## config.mk

```make
export PLATFORM = sky130hd
export DESIGN_NAME = l1_trigger_scheduler_flat
export DESIGN_NICKNAME = d
export VERILOG_FILES = /design/src/rtl/fei4_readout_pkg.sv /design/src/rtl/l1_trigger_scheduler_if.sv /design/src/rtl/sat_counter.sv /design/src/rtl/l1_trigger_scheduler.sv /design/src/flat_wrapper.sv
export SDC_FILE = /design/constraint.sdc
export NUM_CORES = 1
export LEC_CHECK = 0
export CORE_MARGIN = 2
export CORE_UTILIZATION = 48
export CTS_CLUSTER_SIZE = 10
export DETAILED_ROUTE_END_ITERATION = 7
export GPL_ROUTABILITY_DRIVEN = 0
export PLACE_DENSITY = 0.79
export SLEW_MARGIN = 0
export SYNTH_ARGS = -nofsm -noshare
export SYNTH_HDL_FRONTEND = slang
export SYNTH_SLANG_ARGS = --single-unit
```

## constraint.sdc

```tcl
create_clock -name Clk -period 2.35 [get_ports Clk]
set_input_delay 0.235 -clock Clk [delete_from_list [all_inputs] [get_ports Clk]]
set_output_delay 0.235 -clock Clk [all_outputs]
set_load 0.1 [all_outputs]
```

## src/rtl/fei4_readout_pkg.sv

```systemverilog
// ----------------------------------------------------------------------------
// fei4_readout_pkg
// Shared definitions for the FE-I4 readout path: the header-slot count,
// default counter widths and the readout sequencer state encoding.
// No ports (package).
// ----------------------------------------------------------------------------
package fei4_readout_pkg;

  localparam int L1_SLOTS = 16;  // header store depth
  localparam int LV1ID_W  = 7;   // LV1ID counter width
  localparam int SKIP_W   = 8;   // skipped-trigger counter width

  // Readout walk of one stored event: wait for a slot, present its header,
  // stream its hit data, then release the slot.
  typedef enum logic [1:0] {
    ST_IDLE = 2'd0,
    ST_HDR  = 2'd1,
    ST_DATA = 2'd2,
    ST_REL  = 2'd3
  } rd_state_t;

endpackage

```

## src/rtl/l1_trigger_scheduler_if.sv

```systemverilog
// ----------------------------------------------------------------------------
// l1_trigger_scheduler_if
// Readout handshake between the trigger scheduler and the event builder.
//   L1Req        scheduler -> readout  slot of the event being read
//   HeaderValid  scheduler -> readout  header of slot L1Req is available
//   HeaderAck    readout -> scheduler  header taken
//   EventBusy    scheduler -> readout  hit data of the event being streamed
//   EventDone    readout -> scheduler  hit data finished
// Modports: master = scheduler side, slave = readout side.
// ----------------------------------------------------------------------------
interface l1_trigger_scheduler_if #(
  parameter int DEPTH_LOG2 = 4
);

  logic [DEPTH_LOG2-1:0] L1Req;
  logic                  HeaderValid;
  logic                  HeaderAck;
  logic                  EventBusy;
  logic                  EventDone;

  modport master (
    output L1Req, HeaderValid, EventBusy,
    input  HeaderAck, EventDone
  );

  modport slave (
    input  L1Req, HeaderValid, EventBusy,
    output HeaderAck, EventDone
  );

endinterface

```

## src/rtl/sat_counter.sv

```systemverilog
// ----------------------------------------------------------------------------
// sat_counter
// Width-parameterised up-counter that holds at its all-ones value.
// Only exists in builds with L1_SKIP_COUNT_EN defined.
// Ports:
//   Clk      in   clock
//   Reset    in   asynchronous active-low reset (count -> 0)
//   i_inc    in   count one event this cycle
//   o_count  out  current count, saturating at 2^WIDTH-1
// ----------------------------------------------------------------------------
`ifdef L1_SKIP_COUNT_EN
module sat_counter #(
  parameter int WIDTH = 8
) (
  input  logic             Clk,
  input  logic             Reset,
  input  logic             i_inc,
  output logic [WIDTH-1:0] o_count
);

  logic [WIDTH-1:0] r_count;

  always_ff @(posedge Clk or negedge Reset) begin
    if (!Reset) begin
      r_count <= '0;
    end else if (i_inc && (r_count != {WIDTH{1'b1}})) begin
      r_count <= r_count + 1'b1;
    end
  end

  assign o_count = r_count;

endmodule
`endif

```

## src/rtl/l1_trigger_scheduler.sv

```systemverilog
// ----------------------------------------------------------------------------
// l1_trigger_scheduler
// Sequences the 16-slot L1 header store: hands out a write slot per accepted
// L1, keeps the LV1ID count, tracks occupancy/full/empty and walks stored
// events out to the readout in arrival order.
//
// Optional feature: define L1_SKIP_COUNT_EN to count triggers dropped while
// full (saturating). Without it SkippedCnt is tied to zero.
//
// Ports:
//   Clk           in   clock
//   Reset         in   asynchronous active-low reset
//   L1            in   trigger pulse, one cycle per trigger
//   ClearLV1Id    in   synchronous clear of the LV1ID counter
//   L1In          out  write slot for the header store
//   L1_Reg_Full   out  all slots occupied
//   L1_Reg_Empty  out  no slot occupied
//   Occupancy     out  slots in use, 0..2^DEPTH_LOG2
//   LV1Id         out  current trigger ID, stored together with L1In
//   SkippedCnt    out  triggers dropped while full
//   rd            if   readout handshake (master side): L1Req, HeaderValid,
//                      HeaderAck, EventBusy, EventDone
// ----------------------------------------------------------------------------
module l1_trigger_scheduler
  import fei4_readout_pkg::*;
#(
  parameter int DEPTH_LOG2 = $clog2(fei4_readout_pkg::L1_SLOTS),
  parameter int LV1ID_W    = fei4_readout_pkg::LV1ID_W,
  parameter int SKIP_W     = fei4_readout_pkg::SKIP_W
) (
  input  logic                  Clk,
  input  logic                  Reset,
  input  logic                  L1,
  input  logic                  ClearLV1Id,
  output logic [DEPTH_LOG2-1:0] L1In,
  output logic                  L1_Reg_Full,
  output logic                  L1_Reg_Empty,
  output logic [DEPTH_LOG2:0]   Occupancy,
  output logic [LV1ID_W-1:0]    LV1Id,
  output logic [SKIP_W-1:0]     SkippedCnt,
  l1_trigger_scheduler_if.master rd
);

  localparam int                SLOTS    = 1 << DEPTH_LOG2;
  localparam logic [DEPTH_LOG2:0] OCC_FULL = (DEPTH_LOG2 + 1)'(SLOTS);

  logic [DEPTH_LOG2-1:0] r_l1in;
  logic [DEPTH_LOG2-1:0] r_l1req;
  logic [DEPTH_LOG2:0]   r_occ;
  logic                  r_full;
  logic                  r_empty;
  logic [LV1ID_W-1:0]    r_lv1id;
  rd_state_t             r_state;
  logic                  r_header_valid;
  logic                  r_event_busy;

  logic                  w_accept;
  logic                  w_release;
  logic [DEPTH_LOG2:0]   w_occ_next;

  // The registered Full flag gates acceptance, so a slot freed in the same
  // cycle cannot be reused by a coincident trigger.
  assign w_accept  = L1 & ~r_full;
  assign w_release = (r_state == ST_REL);

  // NOTE: every combinational output gets a default before any branch so no
  // path leaves it unassigned (which would infer a latch).
  always_comb begin
    w_occ_next = r_occ;
    if (w_accept && !w_release) begin
      w_occ_next = r_occ + 1'b1;
    end else if (!w_accept && w_release) begin
      w_occ_next = r_occ - 1'b1;
    end
  end

  // Write side: slot pointer, occupancy and trigger ID.
  // Full/Empty come from the occupancy count; the pointers alone cannot tell
  // a full store from an empty one because they wrap silently.
  // NOTE: sequential state uses non-blocking assignments so every register
  // samples pre-edge values regardless of statement order.
  always_ff @(posedge Clk or negedge Reset) begin
    if (!Reset) begin
      r_l1in  <= '0;
      r_occ   <= '0;
      r_full  <= 1'b0;
      r_empty <= 1'b1;
      r_lv1id <= '0;
    end else begin
      if (w_accept) begin
        r_l1in <= r_l1in + 1'b1;
      end
      r_occ   <= w_occ_next;
      r_full  <= (w_occ_next == OCC_FULL);
      r_empty <= (w_occ_next == '0);
      // Every trigger consumes an ID, dropped ones included, so gaps in the
      // stored IDs expose lost events; the clear takes priority.
      if (ClearLV1Id) begin
        r_lv1id <= '0;
      end else if (L1) begin
        r_lv1id <= r_lv1id + 1'b1;
      end
    end
  end

  // Read side: one event per pass IDLE -> HDR -> DATA -> REL. HeaderValid
  // and EventBusy are registered alongside the state they belong to.
  // An ack while in HDR wins over a coincident EventDone, which is only
  // looked at in DATA.
  always_ff @(posedge Clk or negedge Reset) begin
    if (!Reset) begin
      r_state        <= ST_IDLE;
      r_l1req        <= '0;
      r_header_valid <= 1'b0;
      r_event_busy   <= 1'b0;
    end else begin
      case (r_state)
        ST_IDLE: begin
          if (!r_empty) begin
            r_state        <= ST_HDR;
            r_header_valid <= 1'b1;
          end
        end
        ST_HDR: begin
          if (rd.HeaderAck) begin
            r_state        <= ST_DATA;
            r_header_valid <= 1'b0;
            r_event_busy   <= 1'b1;
          end
        end
        ST_DATA: begin
          if (rd.EventDone) begin
            r_state      <= ST_REL;
            r_event_busy <= 1'b0;
          end
        end
        ST_REL: begin
          r_state <= ST_IDLE;
          r_l1req <= r_l1req + 1'b1;
        end
        default: begin
          r_state        <= ST_IDLE;
          r_header_valid <= 1'b0;
          r_event_busy   <= 1'b0;
        end
      endcase
    end
  end

`ifdef L1_SKIP_COUNT_EN
  sat_counter #(
    .WIDTH (SKIP_W)
  ) u_skip_cnt (
    .Clk     (Clk),
    .Reset   (Reset),
    .i_inc   (L1 & r_full),
    .o_count (SkippedCnt)
  );
`else
  assign SkippedCnt = '0;
`endif

  assign L1In           = r_l1in;
  assign L1_Reg_Full    = r_full;
  assign L1_Reg_Empty   = r_empty;
  assign Occupancy      = r_occ;
  assign LV1Id          = r_lv1id;
  assign rd.L1Req       = r_l1req;
  assign rd.HeaderValid = r_header_valid;
  assign rd.EventBusy   = r_event_busy;

endmodule

```

## src/flat_wrapper.sv

```systemverilog
// flat-port wrapper written by rule: the top's interface ports become plain ports
module l1_trigger_scheduler_flat import fei4_readout_pkg::*;
#(
  parameter int DEPTH_LOG2 = $clog2(fei4_readout_pkg::L1_SLOTS),
  parameter int LV1ID_W    = fei4_readout_pkg::LV1ID_W,
  parameter int SKIP_W     = fei4_readout_pkg::SKIP_W
)
  (Clk, Reset, L1, ClearLV1Id, L1In, L1_Reg_Full, L1_Reg_Empty, Occupancy, LV1Id, SkippedCnt, rd_L1Req, rd_HeaderValid, rd_EventBusy, rd_HeaderAck, rd_EventDone);
  l1_trigger_scheduler_if #(.DEPTH_LOG2(DEPTH_LOG2)) rd_i ();
  input  logic Clk;
  input  logic Reset;
  input  logic L1;
  input  logic ClearLV1Id;
  output logic [DEPTH_LOG2-1:0] L1In;
  output logic L1_Reg_Full;
  output logic L1_Reg_Empty;
  output logic [DEPTH_LOG2:0] Occupancy;
  output logic [LV1ID_W-1:0] LV1Id;
  output logic [SKIP_W-1:0] SkippedCnt;
  output wire logic [$bits(rd_i.L1Req)-1:0] rd_L1Req;
  output wire logic [$bits(rd_i.HeaderValid)-1:0] rd_HeaderValid;
  output wire logic [$bits(rd_i.EventBusy)-1:0] rd_EventBusy;
  input wire logic [$bits(rd_i.HeaderAck)-1:0] rd_HeaderAck;
  input wire logic [$bits(rd_i.EventDone)-1:0] rd_EventDone;
  assign rd_L1Req = rd_i.L1Req;
  assign rd_HeaderValid = rd_i.HeaderValid;
  assign rd_EventBusy = rd_i.EventBusy;
  assign rd_i.HeaderAck = rd_HeaderAck;
  assign rd_i.EventDone = rd_EventDone;
  l1_trigger_scheduler #(.DEPTH_LOG2(DEPTH_LOG2), .LV1ID_W(LV1ID_W), .SKIP_W(SKIP_W)) u_core (.Clk(Clk), .Reset(Reset), .L1(L1), .ClearLV1Id(ClearLV1Id), .L1In(L1In), .L1_Reg_Full(L1_Reg_Full), .L1_Reg_Empty(L1_Reg_Empty), .Occupancy(Occupancy), .LV1Id(LV1Id), .SkippedCnt(SkippedCnt), .rd(rd_i));
endmodule
```

==> metrics.txt <==
WP data arrival 2020 ps; IO Count 38; DP Area 0.00165 mm2; Syn-to-layout area delta 17.5%; CTS tree built; WL/cell 13.3 um; TNS Setup 0 ps; Tmin final 1810 ps; CTS resizes 0; number of buffers created by CTS 3; layout cells sized above 1 27.0%; Rows 19; CP max FO 16; Post-synth ARST share 100%; All-Layer GR Usage 16.8%; Max-cap violations 0; die footprint 0.00344 mm2; fmax 554 MHz; startpoint types register; Starting Density 51.2%; post-route cell area 0.00169 mm2; n_diodes 0; yosys warns 0; cell breakdown of the critical path ha_1, buf_4, nor4_1, a31oi_1, xnor2_1, nor3b_2; Slowest-stage cell, CP dfrtp_1; Main synth FF type dfrtp_1; total grt overflow 0; Max H-tree Level 1; number of synthesized flops with an enable pin 0; First-pass DRT Iterations 6; DRT iter0 DRCs 41; Synth Cell Area 0.00144 mm2; RSZ-0062 raised after global routing false; Distinct cells, synth 36; Avg Cell Area, Syn 11.1 um2; Seq cells post-synth 26; CP Class register to register; status complete, but fails checks; CP endpoint kind register; worst clock skew 2.56 ps; final-report max-slew violation count 0; Core Box Area 0.00281 mm2; CP Data Required Time 2560 ps; final antenna-violating net count 0; clock-pin slew on the worst setup and hold paths 140 ps; CTS Sinks 26; Setup Fix Bufs, Post-CTS 0; Die X 58.7 um; Worst Path Buf+Inv 1; CP max stage delay 450 ps; register area share after synthesis 45.4%; WL final 2.53 mm; drt drc 3; vias in the first global route 928; maximum clock path buffer count 2; # setup viols final 0; Final nets 175; CP top delay family flip-flops; detailed placement HPWL 1.97 mm; Max-slew headroom 52.6%; failing checks DRC; Via density 5.26; clock root cell clkbuf_4; Hold Crit Class primary input to async pin; worst slew pin tran 709 ps; via count 999; final hold vios 0; initial antenna violation count 0; count of input and output buffers 29; height of the die 58.7 um; first-pass GRT wire length 4.41 mm; Syn Inst Count 129; period utilization 76.8%; latest clock arrival within the worst-skew pair 320 ps; pin count of the biggest net entering global routing 17; hold-fix buffers at CTS 0
==> registers in the layout (all words and copies together), names as in the netlist <==
name	flops
u_core.r_state	2
u_core.Occupancy	5
u_core.rd.EventBusy	1
u_core.LV1Id	7
u_core.L1In	4
u_core.rd.HeaderValid	1
u_core.L1_Reg_Full	1
u_core.L1_Reg_Empty	1
u_core.rd.L1Req	4
==> layout by cell type, fill, tap and decap left out <==
cell type,instances
o32a_1,1
nor3_2,1
a31oi_2,2
nor4_1,1
conb_1,8
xnor2_2,1
dfstp_2,1
ha_1,9
mux2i_1,2
nand4_1,4
a21oi_1,5
nor4_4,1
or3_1,2
a221oi_1,1
o21ai_0,6
a211o_1,1
mux2_2,2
o211ai_1,1
inv_1,6
clkbuf_4,3
xor2_1,4
nand2b_4,1
nor4bb_4,1
nor2b_1,1
clkbuf_8,1
nor2b_4,1
a311oi_1,1
nor3_1,2
buf_4,26
dfrtp_1,25
nand2_1,14
clkdlybuf4s50_1,5
xnor2_1,10
nor2_2,1
nor3b_2,1
a31oi_1,1
nor2_1,6
==> kinds of logic (layout without fill, tap and decap cells) <==
| kind of cell | Yosys count | in the layout | synth area share [%] |
|---|---|---|---|
| compound gates | 19 | 19 | 9.07 |
| xor+xnor | 15 | 15 | 9.68 |
| fa+ha+maj | 9 | 9 | 7.85 |
| buf+inv | 18 | 41 | 8.19 |
| flops | 26 | 26 | 45.4 |
| mux | 4 | 4 | 2.96 |
| other cells | 1 | 8 | 0.261 |
| simple gates | 37 | 37 | 16.6 |
==> cells in the mapped netlist (4+ instances only) <==
| cell | number | area [um2] |
|---|---|---|
| nand2_1 | 14 | 52.6 |
| nor2_1 | 6 | 22.5 |
| xor2_1 | 4 | 35.0 |
| buf_4 | 9 | 67.6 |
| inv_1 | 6 | 22.5 |
| o21ai_0 | 6 | 30.0 |
| ha_1 | 9 | 113 |
| xnor2_1 | 10 | 87.6 |
| nand4_1 | 4 | 25.0 |
| dfrtp_1 | 25 | 626 |
| a21oi_1 | 5 | 25.0 |
==> worst paths after layout <==
check | start | endpoint | slack [ps] | depth (start not counted)
min | Reset | u_core.Occupancy[1]$_DFF_PN0_ | 320 | 1
max in group asynchronous | Reset | u_core.LV1Id[0]$_DFFE_PN0P_ | 1390 | 2
max | u_core.r_state[0]$_DFFE_PN0P_ | u_core.L1_Reg_Full$_DFF_PN0_ | 540 | 6
min reg2reg | u_core.rd.L1Req[3]$_DFFE_PN0N_ | u_core.rd.L1Req[3]$_DFFE_PN0N_ | 490 | 1
min in group Clk | u_core.rd.L1Req[3]$_DFFE_PN0N_ | u_core.rd.L1Req[3]$_DFFE_PN0N_ | 490 | 1
max reg2reg | u_core.r_state[0]$_DFFE_PN0P_ | u_core.L1_Reg_Full$_DFF_PN0_ | 540 | 6
==> per-stage QoR <==
step                      cells  utilization, %  hold slack (ps)  setup slack (ps)
after CTS                   190            60.1              334               556
after detailed placement    186            58.8              477               322
final                       190            60.1              323               544
after floorplan             136               -            -60.6              36.5
after global placement      186            58.8              463               392
after global routing        190            60.1              359               416
==> layer usage <==
layer	track usage (%)	up-vias	routed length (um)
li1	-	490	-
met1	23.5	479	1210
met2	27.0	26	1190
met3	2.86	4	103
met4	4.87	0	23
met5	0	-	0
==> layout make-up <==
| cell class | instances | area [um2] |
|---|---|---|
| Clock buffer | 4 | 36.3 |
| Fill cell | 232 | 1120 |
| Inverter | 6 | 22.5 |
| Multi-Input combinational cell | 92 | 692 |
| Sequential cell | 26 | 652 |
| Tap cell | 31 | 38.8 |
| Timing Repair Buffer | 31 | 245 |
Power is left out: the tool's default activity adds up to more than one toggle a clock period on the data nets, which glitch-free logic cannot reach.
